$ cat config.mk
export PLATFORM = sky130hd
export DESIGN_NAME = exu_commit_bjp
export DESIGN_NICKNAME = d
export VERILOG_FILES = /design/src/rtl/exu_commit_bjp_pkg.sv /design/src/rtl/exu_cmt_cnt.sv /design/src/rtl/exu_commit_bjp.sv
export SDC_FILE = /design/constraint.sdc
export NUM_CORES = 1
export LEC_CHECK = 0
export BUFFER_PORTS_ARGS = -buffer_cell sky130_fd_sc_hd__buf_2
export CELL_PAD_IN_SITES_DETAIL_PLACEMENT = 0
export CELL_PAD_IN_SITES_GLOBAL_PLACEMENT = 1
export CORE_MARGIN = 4
export CORE_UTILIZATION = 37
export DETAILED_ROUTE_END_ITERATION = 10
export PLACE_DENSITY_LB_ADDON = 0.1
export SLEW_MARGIN = 5
export SYNTH_ARGS = -nofsm -noshare
export SYNTH_HDL_FRONTEND = slang
export SYNTH_SLANG_ARGS = --single-unit
export TNS_END_PERCENT = 50
$ cat constraint.sdc
create_clock -name clk -period 2.2 [get_ports clk]
set_clock_uncertainty 0.1 [all_clocks]
set_input_delay 0.33 -clock clk [delete_from_list [all_inputs] [get_ports clk]]
set_output_delay 0.33 -clock clk [all_outputs]
set_load 0.005 [all_outputs]
$ cat src/rtl/exu_commit_bjp_pkg.sv
// Shared constants for the branch/jump commit unit: FSM encodings and counter width.
package exu_commit_bjp_pkg;

  localparam logic [0:0] CMT_ST_IDLE  = 1'b0;
  localparam logic [0:0] CMT_ST_FLUSH = 1'b1;

  localparam int CMT_CNT_W = 32;

  // Branch/jump redirect distance for a not-taken resolution.
  localparam int CMT_INSN_BYTES = 4;

endpackage

$ cat src/rtl/exu_cmt_cnt.sv
// Wrap-around statistics counter with enable and synchronous reset.
module exu_cmt_cnt #(
  parameter int W = 32
) (
  input  logic         clk,
  input  logic         rst,
  input  logic         en_i,
  output logic [W-1:0] cnt_o
);

  logic [W-1:0] cnt_q;
  logic [W-1:0] cnt_d;

  // Natural modulo-2^W add gives the all-ones to zero wrap.
  assign cnt_d = en_i ? cnt_q + W'(1) : cnt_q;

  always_ff @(posedge clk) begin
    if (rst) begin
      cnt_q <= '0;
    end else begin
      cnt_q <= cnt_d;
    end
  end

  assign cnt_o = cnt_q;

endmodule

$ cat src/rtl/exu_commit_bjp.sv
// Branch/jump commit unit: detects mispredicts, kills younger work and
// holds a redirect request toward the IFU until it is accepted.
module exu_commit_bjp
  import exu_commit_bjp_pkg::*;
#(
  parameter int XLEN    = 32,
  parameter int PC_SIZE = 32,
  parameter int CNT_W   = CMT_CNT_W
) (
  input  logic               clk,
  input  logic               rst,
  input  logic               cmt_i_valid,
  output logic               cmt_i_ready,
  input  logic [PC_SIZE-1:0] cmt_i_pc,
  input  logic               cmt_i_bjp,
  input  logic               cmt_i_prdt,
  input  logic               cmt_i_rslv,
  input  logic [PC_SIZE-1:0] cmt_i_target,
  output logic               flush_o_valid,
  input  logic               flush_o_ready,
  output logic [PC_SIZE-1:0] flush_o_pc,
  output logic               kill_o,
  output logic [CNT_W-1:0]   bjp_cnt_o,
  output logic [CNT_W-1:0]   mispred_cnt_o
);

  if (PC_SIZE > XLEN) begin : g_bad_width
    $error("PC_SIZE must not exceed XLEN");
  end

  localparam logic [PC_SIZE-1:0] PC_STEP = PC_SIZE'(CMT_INSN_BYTES);

  logic [0:0]         state_q;
  logic [0:0]         state_d;
  logic [PC_SIZE-1:0] flush_pc_q;
  logic [PC_SIZE-1:0] flush_pc_d;
  logic               kill_q;
  logic               kill_d;

  logic               acc;
  logic               mis;
  logic [PC_SIZE-1:0] redirect_pc;

  // Ready depends on state alone, so no combinational path from valid/flush_ready.
  assign cmt_i_ready = (state_q == CMT_ST_IDLE);
  assign acc         = cmt_i_valid & cmt_i_ready;
  assign mis         = cmt_i_bjp & (cmt_i_prdt ^ cmt_i_rslv);
  assign redirect_pc = cmt_i_rslv ? cmt_i_target : cmt_i_pc + PC_STEP;

  always_comb begin
    state_d    = state_q;
    flush_pc_d = flush_pc_q;
    kill_d     = 1'b0;
    case (state_q)
      CMT_ST_IDLE: begin
        if (acc & mis) begin
          state_d    = CMT_ST_FLUSH;
          flush_pc_d = redirect_pc;
          kill_d     = 1'b1;
        end
      end
      CMT_ST_FLUSH: begin
        if (flush_o_ready) begin
          state_d = CMT_ST_IDLE;
        end
      end
      default: state_d = CMT_ST_IDLE;
    endcase
  end

  always_ff @(posedge clk) begin
    if (rst) begin
      state_q    <= CMT_ST_IDLE;
      flush_pc_q <= '0;
      kill_q     <= 1'b0;
    end else begin
      state_q    <= state_d;
      flush_pc_q <= flush_pc_d;
      kill_q     <= kill_d;
    end
  end

  assign flush_o_valid = (state_q == CMT_ST_FLUSH);
  assign flush_o_pc    = flush_pc_q;
  assign kill_o        = kill_q;

  exu_cmt_cnt #(.W(CNT_W)) u_bjp_cnt (
    .clk   (clk),
    .rst   (rst),
    .en_i  (acc & cmt_i_bjp),
    .cnt_o (bjp_cnt_o)
  );

  exu_cmt_cnt #(.W(CNT_W)) u_mispred_cnt (
    .clk   (clk),
    .rst   (rst),
    .en_i  (acc & mis),
    .cnt_o (mispred_cnt_o)
  );

endmodule

==> results.sh <==
export IMPL_max_stage_delay_ns=0.44
export IMPL_drc=0
export IMPL_die_h_um=126
export IMPL_antenna_left=0
export IMPL_track_usage=0.180
export IMPL_tns_ns=0
export IMPL_vias=4930
export IMPL_final_cell_mix="buf_2, dfxtp_1, nor2_1"
export IMPL_place_gp_congestion=0.866
export IMPL_io_buffers=169
export IMPL_synth_nets=676
export IMPL_ctsLongestPathBuffers=2
export IMPL_wire_per_inst_um=15.2
export IMPL_viasPerCell=5.16
export IMPL_clk_latency_ns=0.34
export IMPL_die_area_um2=15800
export IMPL_synth_top_area_cell="dfxtp_1"
export IMPL_maxSlewHeadroom=0.575
export IMPL_syn_area_um2=5110
export IMPL_synth_edf_count=0
export IMPL_rsz0062_at_grt="false"
export IMPL_worstMarginPinSlew_ns=0.635
export IMPL_grt_ovfl_total=0
export IMPL_finalHoldViolations=0
export IMPL_drt_iter0_drc=288
export IMPL_grt_pass1_vias=4756
export IMPL_final_common_cell="buf_2"
export IMPL_p_leak_uw=0.00271
export IMPL_fillers=1338
export IMPL_area_delta_synth_final_pct=28.4
export IMPL_synth_ff_type="dfxtp_1"
export IMPL_postCtsHoldBufs=0
export IMPL_min_period_ns=1.93
export IMPL_vdd_drop_max_v=0.000397
export IMPL_synthArstFlopShare=0
export IMPL_cp_arrival_ns=2.06
export IMPL_period_share=0.879
export IMPL_syn_inst=602
export IMPL_first_pass_iters=5
export IMPL_power_density_nw_per_um2=619
export IMPL_yosys_area_top_type_share=0.384
export IMPL_status="finished clean"
export IMPL_worstSetupStartpointType="flop"
export IMPL_critPathRequiredTime_ns=2.32
export IMPL_diodes=0
export IMPL_antenna_found_initial=1
export IMPL_fin_nets=850
export IMPL_synthTopCellsByArea="dfxtp_1, xnor2_1, nor2_1, xor2_1, nand2_1"
export IMPL_worstSetupPathType="reg -> reg"
export IMPL_num_rows=42
export IMPL_cts_tree="yes"
export IMPL_cts_resized=0
export IMPL_synth_seq_area_share=0.384
export IMPL_setup_viol=0
export IMPL_dp_slack_ns=0.0327
export IMPL_yosys_register_bits=98
export IMPL_min_path_type="in -> reg"
export IMPL_yosys_cell_types_count=51
export IMPL_coreArea_um2=13400
export IMPL_slowest_stage="dfxtp_1"
export IMPL_cp_max_fo=10
export IMPL_drive_gt1_frac=0.306
export IMPL_die_width_um=126
export IMPL_cts_root_buf="clkbuf_16"
export IMPL_critPathCaptureType="flop"
export IMPL_cts_setup_buffers=0
export IMPL_grt_max_degree=43
export IMPL_routed_wl_um=14600
export IMPL_grt_pass1_wl_um=23700
export IMPL_yosys_warnings=0
export IMPL_hpwl_um=10600
export IMPL_cts_buffers=9
export IMPL_cts_sinks=98
export IMPL_io_pins=170
export IMPL_drv_cap=0
export IMPL_max_freq_mhz=517
export IMPL_path_cells="ha_1 > and3_1 > nand2_1 > nor4_1 > xnor2_1 > nor2_1"
export IMPL_layout_setup_ws_ns=0.266
export IMPL_syn_avg_cell_area_um2=8.49
export IMPL_final_max_slew_viol_count=0
export IMPL_htree_levels=3
export IMPL_path_clk_slew_ns=0.07
export IMPL_start_util=0.382
[worst paths after layout]
check	start	cells after the start	to	slack [ns]
worst max-delay path	u_bjp_cnt.cnt_o[0]	6	u_bjp_cnt.cnt_o[24]	0.27
worst min-delay path	flush_o_ready	3	flush_o_valid	0.17
worst max register to register	u_bjp_cnt.cnt_o[0]	6	u_bjp_cnt.cnt_o[24]	0.27
worst min register to register	flush_o_pc[12]	2	flush_o_pc[12]	0.35
[kinds of logic after synthesis]
family          count (synthesis)  synth area share
mux                             5           0.00979
buf+inv                        50            0.0484
xor+xnor                       79             0.137
compound gates                 87             0.103
fa+ha+maj                       3           0.00734
simple gates                  280             0.310
flops                          98             0.384
[sequential cells by signal, summed over array words and instances (netlist names)]
signal / cells
flush_o_pc: 32
flush_o_valid: 1
kill_o: 1
u_bjp_cnt.cnt_o: 32
u_mispred_cnt.cnt_o: 32
[per-layer routing]
metal | routed length [um] | part of all wire | up-vias | track usage
met2 | 6800 | 0.47 | 136 | 0.295
li1 | - | - | 2474 | -
met5 | 13 | 0.00089 | - | 0
met4 | 173 | 0.012 | 2 | 0.0536
met3 | 934 | 0.064 | 14 | 0.0486
met1 | 6640 | 0.46 | 2304 | 0.232
[per-stage QoR]
stage               cell area (um^2)  hold WS, ns  power (uW)  std cells   util
finish                          6570        0.174        4070        956  0.490
global placement                6210        0.339        2220        941  0.463
CTS                             6570        0.167        4130        956  0.490
floorplan                       5110        0.348        2050        602      -
detailed placement              6210        0.345        2220        941  0.463
global route                    6570        0.178        4240        956  0.490
[power by group]
group	leakage, uW	internal [uW]	switching, uW
combinational	0.00175	149	203
sequential	0.000792	1810	21.6
clock	0.000169	1220	665
total	0.00271	3180	889
[synth_stat cells, types with 12 or more instances]
master / number
nor4_2: 12
and3_1: 24
o21ai_0: 20
a21oi_1: 31
nor3_1: 24
xnor2_1: 50
xor2_1: 28
nand4_1: 20
nand3_1: 34
clkbuf_1: 17
nand2_1: 49
dfxtp_1: 98
nor2_1: 66
inv_1: 18
[final cells by class]
| type | instances | area [um^2] | area share |
|---|---|---|---|
| multi-input combinational | 454 | 2910 | 0.442 |
| timing repair buffer | 195 | 1060 | 0.161 |
| clock inverter | 5 | 128 | 0.0194 |
| sequential | 98 | 1960 | 0.299 |
| clock buffer | 10 | 229 | 0.0349 |
| tap | 176 | 220 | 0.0335 |
| inverter | 18 | 67.6 | 0.0103 |
[critical path, delay by kind of cell, from the launching register on]
family | cells | cell delay [ns]
fa+ha+maj | 1 | 0.20
xor+xnor | 1 | 0.16
flops | 1 | 0.44
simple gates | 4 | 0.92
Power figures use the tool's default switching activity.
